[src/rtl/div_unit_iter_if.sv]
// rtl/div_unit_iter_if.sv - request/result handshake bundle for the iterative divider
interface div_unit_iter_if #(
  parameter int XLEN = 32
);
  logic            start_valid;
  logic            start_ready;
  logic [1:0]      op;
  logic [XLEN-1:0] a;
  logic [XLEN-1:0] b;
  logic            res_valid;
  logic            res_ready;
  logic [XLEN-1:0] result;
  logic            busy;

  modport master (
    output start_valid, op, a, b, res_ready,
    input  start_ready, res_valid, result, busy
  );

  modport slave (
    input  start_valid, op, a, b, res_ready,
    output start_ready, res_valid, result, busy
  );
endinterface

[src/rtl/div_unit_iter.sv]
// rtl/div_unit_iter.sv - iterative restoring divider for DIV/DIVU/REM/REMU, one quotient bit per clock
module div_unit_iter #(
  parameter int XLEN  = 32,
  parameter int CNT_W = 6
) (
  input  logic             i_clk,
  input  logic             i_rst_n,
  input  logic             i_flush,
  div_unit_iter_if.slave   s_bus
);

  typedef enum logic [1:0] {S_IDLE, S_CALC, S_DONE} state_t;

  state_t           r_state;
  state_t           w_state_nxt;
  logic [CNT_W-1:0] r_cnt;
  logic [XLEN-1:0]  r_rem;
  logic [XLEN-1:0]  r_quo;
  logic [XLEN-1:0]  r_div;
  logic [XLEN-1:0]  r_result;
  logic             r_sel_rem;
  logic             r_neg_q;
  logic             r_neg_r;
  logic             r_special;

  logic            w_signed;
  logic            w_a_neg;
  logic            w_b_neg;
  logic [XLEN-1:0] w_a_mag;
  logic [XLEN-1:0] w_b_mag;
  logic            w_b_zero;
  logic            w_ovf;
  logic            w_special;
  logic [XLEN-1:0] w_special_res;
  logic            w_accept;
  logic            w_last;
  logic [XLEN:0]   w_shift;
  logic            w_fits;
  logic [XLEN-1:0] w_sub;
  logic [XLEN-1:0] w_rem_nxt;
  logic [XLEN-1:0] w_quo_nxt;
  logic [XLEN-1:0] w_q_final;
  logic [XLEN-1:0] w_r_final;
  logic [XLEN-1:0] w_final;

  assign w_signed = ~s_bus.op[0];
  assign w_a_neg  = w_signed & s_bus.a[XLEN-1];
  assign w_b_neg  = w_signed & s_bus.b[XLEN-1];
  assign w_a_mag  = w_a_neg ? -s_bus.a : s_bus.a;
  assign w_b_mag  = w_b_neg ? -s_bus.b : s_bus.b;
  assign w_b_zero = (s_bus.b == '0);
  assign w_ovf    = w_signed & (s_bus.a == {1'b1, {(XLEN-1){1'b0}}}) & (s_bus.b == '1);
  assign w_special = w_b_zero | w_ovf;
  assign w_special_res = w_b_zero ? (s_bus.op[1] ? s_bus.a : '1)
                                  : (s_bus.op[1] ? '0 : s_bus.a);

  assign w_accept = (r_state == S_IDLE) & s_bus.start_valid & ~i_flush;
  assign w_last   = (r_cnt == CNT_W'(XLEN-1));

  // The (XLEN+1)-bit trial: the compare is the borrow, the low XLEN bits are exact when it fits.
  assign w_shift   = {r_rem, r_quo[XLEN-1]};
  assign w_fits    = (w_shift >= {1'b0, r_div});
  assign w_sub     = w_shift[XLEN-1:0] - r_div;
  assign w_rem_nxt = w_fits ? w_sub : w_shift[XLEN-1:0];
  assign w_quo_nxt = {r_quo[XLEN-2:0], w_fits};
  assign w_q_final = r_neg_q ? -w_quo_nxt : w_quo_nxt;
  assign w_r_final = r_neg_r ? -w_rem_nxt : w_rem_nxt;
  assign w_final   = r_sel_rem ? w_r_final : w_q_final;

  always_ff @(posedge i_clk or negedge i_rst_n) begin
    if (!i_rst_n) begin
      r_state <= S_IDLE;
    end else begin
      r_state <= w_state_nxt;
    end
  end

  always_comb begin
    w_state_nxt = r_state;
    case (r_state)
      S_IDLE:  if (s_bus.start_valid)        w_state_nxt = S_CALC;
      S_CALC:  if (r_special || w_last)      w_state_nxt = S_DONE;
      S_DONE:  if (s_bus.res_ready)          w_state_nxt = S_IDLE;
      default:                               w_state_nxt = S_IDLE;
    endcase
    if (i_flush) w_state_nxt = S_IDLE;
  end

  // Special cases still pass through CALC for one clock so their result lands one edge after accept.
  always_ff @(posedge i_clk or negedge i_rst_n) begin
    if (!i_rst_n) begin
      r_cnt     <= '0;
      r_rem     <= '0;
      r_quo     <= '0;
      r_div     <= '0;
      r_result  <= '0;
      r_sel_rem <= 1'b0;
      r_neg_q   <= 1'b0;
      r_neg_r   <= 1'b0;
      r_special <= 1'b0;
    end else if (i_flush) begin
      r_cnt <= '0;
    end else if (w_accept) begin
      r_cnt     <= '0;
      r_rem     <= '0;
      r_quo     <= w_special ? w_special_res : w_a_mag;
      r_div     <= w_b_mag;
      r_sel_rem <= s_bus.op[1];
      r_neg_q   <= w_a_neg ^ w_b_neg;
      r_neg_r   <= w_a_neg;
      r_special <= w_special;
    end else if (r_state == S_CALC) begin
      if (r_special) begin
        r_result <= r_quo;
      end else begin
        r_rem <= w_rem_nxt;
        r_quo <= w_quo_nxt;
        r_cnt <= w_last ? '0 : r_cnt + 1'b1;
        if (w_last) r_result <= w_final;
      end
    end
  end

  assign s_bus.start_ready = (r_state == S_IDLE);
  assign s_bus.res_valid   = (r_state == S_DONE);
  assign s_bus.busy        = (r_state != S_IDLE);
  assign s_bus.result      = r_result;

endmodule

[src/flat_wrapper.sv]
// flat-port wrapper written by rule: the top's interface ports become plain ports
module div_unit_iter_flat 
#(
  parameter int XLEN  = 32,
  parameter int CNT_W = 6
)
  (i_clk, i_rst_n, i_flush, s_bus_start_valid, s_bus_op, s_bus_a, s_bus_b, s_bus_res_ready, s_bus_start_ready, s_bus_res_valid, s_bus_result, s_bus_busy);
  div_unit_iter_if #(.XLEN(XLEN)) s_bus_i ();
  input  logic i_clk;
  input  logic i_rst_n;
  input  logic i_flush;
  input wire logic [$bits(s_bus_i.start_valid)-1:0] s_bus_start_valid;
  input wire logic [$bits(s_bus_i.op)-1:0] s_bus_op;
  input wire logic [$bits(s_bus_i.a)-1:0] s_bus_a;
  input wire logic [$bits(s_bus_i.b)-1:0] s_bus_b;
  input wire logic [$bits(s_bus_i.res_ready)-1:0] s_bus_res_ready;
  output wire logic [$bits(s_bus_i.start_ready)-1:0] s_bus_start_ready;
  output wire logic [$bits(s_bus_i.res_valid)-1:0] s_bus_res_valid;
  output wire logic [$bits(s_bus_i.result)-1:0] s_bus_result;
  output wire logic [$bits(s_bus_i.busy)-1:0] s_bus_busy;
  assign s_bus_i.start_valid = s_bus_start_valid;
  assign s_bus_i.op = s_bus_op;
  assign s_bus_i.a = s_bus_a;
  assign s_bus_i.b = s_bus_b;
  assign s_bus_i.res_ready = s_bus_res_ready;
  assign s_bus_start_ready = s_bus_i.start_ready;
  assign s_bus_res_valid = s_bus_i.res_valid;
  assign s_bus_result = s_bus_i.result;
  assign s_bus_busy = s_bus_i.busy;
  div_unit_iter #(.XLEN(XLEN), .CNT_W(CNT_W)) u_core (.i_clk(i_clk), .i_rst_n(i_rst_n), .i_flush(i_flush), .s_bus(s_bus_i));
endmodule
[config.mk]
export PLATFORM = sky130hd
export DESIGN_NAME = div_unit_iter_flat
export DESIGN_NICKNAME = d
export VERILOG_FILES = /design/src/rtl/div_unit_iter_if.sv /design/src/rtl/div_unit_iter.sv /design/src/flat_wrapper.sv
export SDC_FILE = /design/constraint.sdc
export NUM_CORES = 1
export LEC_CHECK = 0
export BUFFER_PORTS_ARGS = -buffer_cell sky130_fd_sc_hd__buf_2
export CAP_MARGIN = 20
export CELL_PAD_IN_SITES_DETAIL_PLACEMENT = 1
export CELL_PAD_IN_SITES_GLOBAL_PLACEMENT = 1
export CORE_ASPECT_RATIO = 1.4
export CORE_MARGIN = 2
export CORE_UTILIZATION = 35
export CTS_BUF_LIST = sky130_fd_sc_hd__clkbuf_16
export DETAILED_ROUTE_END_ITERATION = 6
export GPL_TIMING_DRIVEN = 0
export PLACE_DENSITY = 0.75
export SYNTH_ARGS = -nofsm -noshare
export SYNTH_HDL_FRONTEND = slang
export SYNTH_SLANG_ARGS = --single-unit
[constraint.sdc]
create_clock -name i_clk -period 6 [get_ports i_clk]
set_input_delay 0 -clock i_clk [delete_from_list [all_inputs] [get_ports i_clk]]
set_output_delay 0 -clock i_clk [all_outputs]
set_load 0.02 [all_outputs]
=== Word level (Yosys, flattened, before mapping) ===
Cells that the tools add are included.

* Equal/unequal tests: 10
* Bitwise logic cells: 11
* Magnitude comparators: 1
* Div/mod/pow operators: 0
* Multipliers: 0
* Shifts and indexed selects: 0
* Mux-type cells: 28
* Reductions and logical operators: 12
* $add $sub $neg: 6

{| class="wikitable"
|+ Operator list
! kind !! number
|-
| $mux W32 || 18
|-
| $neg A32 Y32 || 4
|-
| $eq A32 B32 Y1 const B || 2
|-
| $ge A33 B32 Y1 || 1
|-
| $logic_not A32 Y1 || 1
|-
| $sub A32 B32 Y32 || 1
|-
| $mux W6 || 5
|-
| $ne A3 B3 Y1 const B || 3
|-
| $mux W2 || 4
|-
| $add A6 B1 Y6 const B || 1
|-
| $and A1 B1 Y1 || 6
|-
| $eq A6 B5 Y1 const B || 1
|-
| $pmux W2 S3 || 1
|-
| $reduce_and A3 Y1 || 2
|-
| $reduce_bool A2 Y1 || 3
|-
| $reduce_and A2 Y1 || 2
|-
| $reduce_and A4 Y1 || 1
|-
| $ne A3 B2 Y1 const B || 1
|-
| $not A1 Y1 || 3
|-
| $reduce_bool A3 Y1 || 1
|-
| $eq A2 B1 Y1 const B || 1
|-
| $eq A2 B2 Y1 const B || 1
|-
| $logic_not A2 Y1 || 1
|-
| $ne A2 B2 Y1 const B || 1
|-
| other kinds (3) || 3
|}

* Bits of input ports: 71
* Memories kept: 0
* Latch bits: 0
* Register bits: 140
* Word-level logic and storage cells: 78
* Memory bits (read-only): 0
* Memory bits (writable): 0

=== Depth between registers and ports, before layout ===
* Word-level depth: 7
* Depth in mapped cells: 22
* Gate-level depth less buffers: 18

=== Worst setup path after synthesis ===
No wires, ideal clock.

* Kind: register to register
* From: reg u_core.r_rem[8]
* To: reg u_core.r_result[30] (netlist: u_core.s_bus.result[30])
* Path slack: 1.101 ns
* Cell stages (with the launch flop): 21
* Buffers on the path: 4
* Arrival time: 4.774 ns
* Cell sequence: dfrtp_1 ha_1 buf_4 nand4_1 or3_1 or4_1 or4_1 and3_4 nand2_8 buf_6 buf_4 buf_2 nand2_1 o21ai_0 ha_1 inv_1 o41ai_1 nand3_1 o31ai_1 xor2_1 o21ai_1

* Longest elaborated chain between the ends: 7

{| class="wikitable"
|+ Ends and longest elaborated chain
! what !! RTL line !! text
|-
| from (decl) || div_unit_iter.sv:17 || <nowiki>logic [XLEN-1:0] r_rem;</nowiki>
|-
| from (signal assigned) || div_unit_iter.sv:116 || <nowiki>r_rem <= w_rem_nxt;</nowiki>
|-
| $sub A32 B32 Y32 or $ge A33 B32 Y1 (tied branches) || div_unit_iter.sv:63, div_unit_iter.sv:62 ||
|-
| $mux W32 || div_unit_iter.sv:64 || <nowiki>assign w_rem_nxt = w_fits ? w_sub : w_shift[XLEN-1:0];</nowiki>
|-
| $neg A32 Y32 || div_unit_iter.sv:67 || <nowiki>assign w_r_final = r_neg_r ? -w_rem_nxt : w_rem_nxt;</nowiki>
|-
| $mux W32 || div_unit_iter.sv:67 ||
|-
| $mux W32 * || div_unit_iter.sv:68 || <nowiki>assign w_final = r_sel_rem ? w_r_final : w_q_final;</nowiki>
|-
| $mux W32 * || div_unit_iter.sv:119 || <nowiki>if (w_last) r_result <= w_final;</nowiki>
|-
| $mux W32 * || div_unit_iter.sv:113 || <nowiki>if (r_special) begin</nowiki>
|-
| to (signal assigned) || div_unit_iter.sv:114 || <nowiki>r_result <= r_quo;</nowiki>
|-
| to (signal assigned) || div_unit_iter.sv:119 ||
|-
| to (decl) || div_unit_iter.sv:20 || <nowiki>logic [XLEN-1:0] r_result;</nowiki>
|}

Every way passes the cells marked *; elsewhere a longest branch is shown, timed or not. The select of a mux whose other input is x is not followed.
A chain may end at the register's enable or synchronous reset.

=== Worst setup path after layout ===
* From: reg u_core.r_rem[7]
* To: reg u_core.r_result[30] (netlist: u_core.s_bus.result[30])

The elaborated chain is that of the path after synthesis.

==> reports/qor.yml <==
status:
  status: "complete, no violations"
cells_and_area:
  nets: 1814
  multi_input_area_sq_mm: 0.00756
  stdcell_count: 2162
  finalInstanceArea_sq_mm: 0.0140
  seqCellArea_sq_mm: 0.00350
  fin_util_pct: 42.3
  area_delta_synth_final_pct: 19.7
  drive_gt1_share_pct: 9.50
  fillCellCount: 4170
clock_network:
  cts_setup_buffers: 0
  htree_levels: 4
  clk_latency_ns: 0.44
  cts_root_buffer: "clkbuf_16"
  cts_tree: "yes"
  cts_inserted_buffers: 17
  path_clk_slew_ns: 0.06
  cts_num_sinks: 140
  cts_max_path_buffers: 2
placement:
  dp_hpwl_mm: 40.2
  dp.cells: 2079
  post_dp_cell_area_sq_mm: 0.0128
  portBuffers: 104
  place.gp.congestion: 0.966
floorplanning:
  start_util_pct: 35.4
  die_x_um: 158
  io_pins: 106
  rows: 79
  die_area_sq_mm: 0.0349
  die_y_um: 220
  core_sq_mm: 0.0330
logic_synthesis:
  syn_nets: 1639
  dominantRegCellSynth: "dfrtp_1"
  synthArstFlopShare_pct: 100
  synth_top_area_cell: "dfrtp_1"
  yosysTopAreaCellShare_pct: 30.0
  avgSynthCellArea_sq_um: 7.63
  yosysWarnings: 0
  yosysUniqueCellTypes: 73
  synthTopCellsByArea: "dfrtp_1, o21ai_0, nand2_1"
  mappedNetlistArea_sq_mm: 0.0117
  synth-seq-area-share_pct: 30.0
  synthCells: 1529
  synth_edf_count: 0
  ys_ff_latch: 140
timing:
  slew_viol_final: 0
  fin_skew_ns: 0.0108
  hold_viol: 0
  setup_violations: 0
  max_clock_freq_mhz: 172
  period_share_pct: 96.7
  rsz0062_at_grt: "false"
  tns_ns: 0
  tightest_slew_ns: 1.00
  slew_headroom_pct: 32.7
  fin_crit_ns: 5.80
detailed_routing:
  initialDrtViolationCount: 750
  highest_layer: "met4"
  route.met3.wl_mm: 1.59
  vias: 12800
  drt-pass1-iter-count: 5
  vias_per_cell: 5.94
  drc: 0
  wl_met2_mm: 25.7
  wirelength_mm: 51.4
  wl_met1_mm: 19.6
  final_antenna_net_count: 0
  detail_route.wl_per_cell_um: 23.8
power:
  clkPwrFrac_pct: 15.2
  p_leak_nw: 5.79
  p_seq_share_pct: 20.8
  intPower_mw: 3.71
  sw_frac_of_total_pct: 52.7
  irDropWorstVdd_uv: 308
  combinationalPowerShare_pct: 64.0
  switchingPower_mw: 4.13
  power_density_mw_per_mm2: 561
worst_setup_path:
  required_ns: 6.32
  startpoint_type: "register"
  cp.buffers_inverters: 4
  cp_cell_sequence: "ha_1, buf_4, nand4_1, or3_1, or4_1, or4_1, and3_4, nand2_8, buf_6, buf_4, nand2_1, o21ai_0, ha_1, inv_1, o41ai_2, nand3_2, o31ai_1, xor2_1, o21ai_1"
  worst_ep_arrival_time_ns: 6.12
  slowest_delay_ns: 0.61
  regToRegSetupSlack_ns: 0.20
  crit_path_top_delay_cell: "or4_1"
  cpLargestDelayFamily: "simple AND/OR/NAND/NOR gates"
  cp_max_fo: 19
  crit_path_end_kind: "register"
  critPathKind: "reg -> reg"
global_route:
  antenna_found_initial: 1
  grt.overflow.total: 0
  grt_pass1_wl_mm: 78.3
  grt_use_total_pct: 29.8
  grt_max_degree: 85
  grt_pass1_vias: 13300
flow_run:
  max_cap_violations: 0
min_path:
  hold_class: "in -> reg"
## cells by family after synthesis
| family | after synthesis | synth area share [%] |
|---|---|---|
| AO/OA/AOI/OAI | 528 | 27.9 |
| XOR/XNOR | 118 | 8.85 |
| adder cells (fa/ha/maj) | 39 | 4.24 |
| buffers and inverters | 156 | 5.34 |
| flip-flops | 140 | 30.0 |
| multiplexers | 26 | 2.24 |
| AND/OR/NAND/NOR | 522 | 21.4 |
## per-layer routing
metal  up-vias  global-route usage (%)
li1       5928                       -
met1      6374                    33.0
met5         -                       0
met4         0                    23.3
met2       383                    52.3
met3       154                    2.60
## registers in the layout, indices dropped and copies added, names as in the netlist
| name | cells |
|---|---|
| u_core.r_rem | 32 |
| u_core.r_quo | 32 |
| u_core.r_neg_r | 1 |
| u_core.r_cnt | 6 |
| u_core.r_special | 1 |
| u_core.r_div | 32 |
| u_core.r_state | 2 |
| u_core.s_bus.result | 32 |
| u_core.r_neg_q | 1 |
| u_core.r_sel_rem | 1 |
## path summary, 6_finish.rpt
path                                              startpoint                                  end  cells after the start
worst max-delay path             u_core.r_rem[7]$_DFFE_PN0P_  u_core.s_bus.result[30]$_DFFE_PN0P_                     19
worst min-delay path                             s_bus_a[28]         u_core.r_quo[28]$_DFFE_PN0P_                      3
worst max register to register   u_core.r_rem[7]$_DFFE_PN0P_  u_core.s_bus.result[30]$_DFFE_PN0P_                     19
worst min register to register  u_core.r_div[17]$_DFFE_PN0P_         u_core.r_div[17]$_DFFE_PN0P_                      2
max in group asynchronous                            i_rst_n         u_core.r_sel_rem$_DFFE_PN0P_                      3
min in group asynchronous                            i_rst_n         u_core.r_rem[24]$_DFFE_PN0P_                      2
## worst reg2reg max path: cells and delay by family (launching register included)
kind	cells	cell delay [ns]
compound gates	4	1.15
xor+xnor	1	0.21
fa+ha+maj	2	0.60
buf+inv	4	0.79
flops	1	0.44
simple gates	8	2.52
## placed cells by master (no fill, tap or decap), types with 25 or more instances in the layout
cell | synthesis | layout
nand2_1 | 159 | 159
inv_1 | 48 | 49
a211oi_1 | 26 | 26
mux2i_1 | 25 | 25
nand3_1 | 31 | 30
clkbuf_1 | 95 | 94
nor2_1 | 142 | 142
buf_2 | 3 | 105
dlygate4sd3_1 | 0 | 53
xnor2_1 | 60 | 60
a21oi_1 | 108 | 108
a22oi_1 | 26 | 26
dfrtp_1 | 140 | 140
xor2_1 | 58 | 58
ha_1 | 38 | 38
nor3_1 | 41 | 41
o21ai_0 | 196 | 196
## metrics by stage
stage	hold WS, ns	setup WS (ns)	total power, mW
after floorplan	-0.296	1.10	4.84
after global placement	0.225	-0.118	6.39
after detailed placement	0.0157	-0.242	6.50
after CTS	0.000354	0.172	7.75
after global routing	0.0103	0.00648	8.31
final	0.0245	0.200	7.83
## synth_stat cells (all sizes together), types with 10 or more instances
cell type / instances
o21ai: 211
nand2: 160
nor2: 142
dfrtp: 140
a21oi: 108
clkbuf: 96
xnor2: 60
xor2: 58
inv: 49
nor3: 41
ha: 38
nand3: 31
a211oi: 26
a22oi: 26
mux2i: 25
o31ai: 24
a31oi: 23
nand4: 22
nor4: 21
or3: 21
and3: 19
a21o: 16
o41ai: 16
or4: 16
nand2b: 14
o211ai: 11
buf: 10
## power groups by stage
| stage | Clock [mW] | Sequential (mW) | Combinational, mW |
|---|---|---|---|
| after global placement | 0 | 1.62 | 4.76 |
| after detailed placement | 0 | 1.63 | 4.87 |
| after global routing | 1.23 | 1.66 | 5.42 |
| final | 1.19 | 1.63 | 5.02 |
| after floorplan | 0 | 1.60 | 3.24 |
| after CTS | 1.20 | 1.62 | 4.93 |
## what timing repair did
| item | CTS | global route |
|---|---|---|
| pin swaps | 0 | 0 |
| hold buffers | 53 | 0 |
| gates cloned | 0 | 0 |
| endpoints found under the setup margin | 6 | 4 |
| resized for setup | 1 | 2 |
| endpoints found under the hold margin | 107 | 0 |
## cell type report
class / count / area share, %
Antenna cell: 1 / 0.0179
Buffer: 104 / 3.04
Clock buffer: 17 / 3.05
Clock inverter: 14 / 1.58
Inverter: 50 / 1.36
Multi-Input combinational cell: 1233 / 54.1
Sequential cell: 140 / 25.1
Tap cell: 445 / 3.99
Timing Repair Buffer: 158 / 7.77
Power figures use the tool's default switching activity.
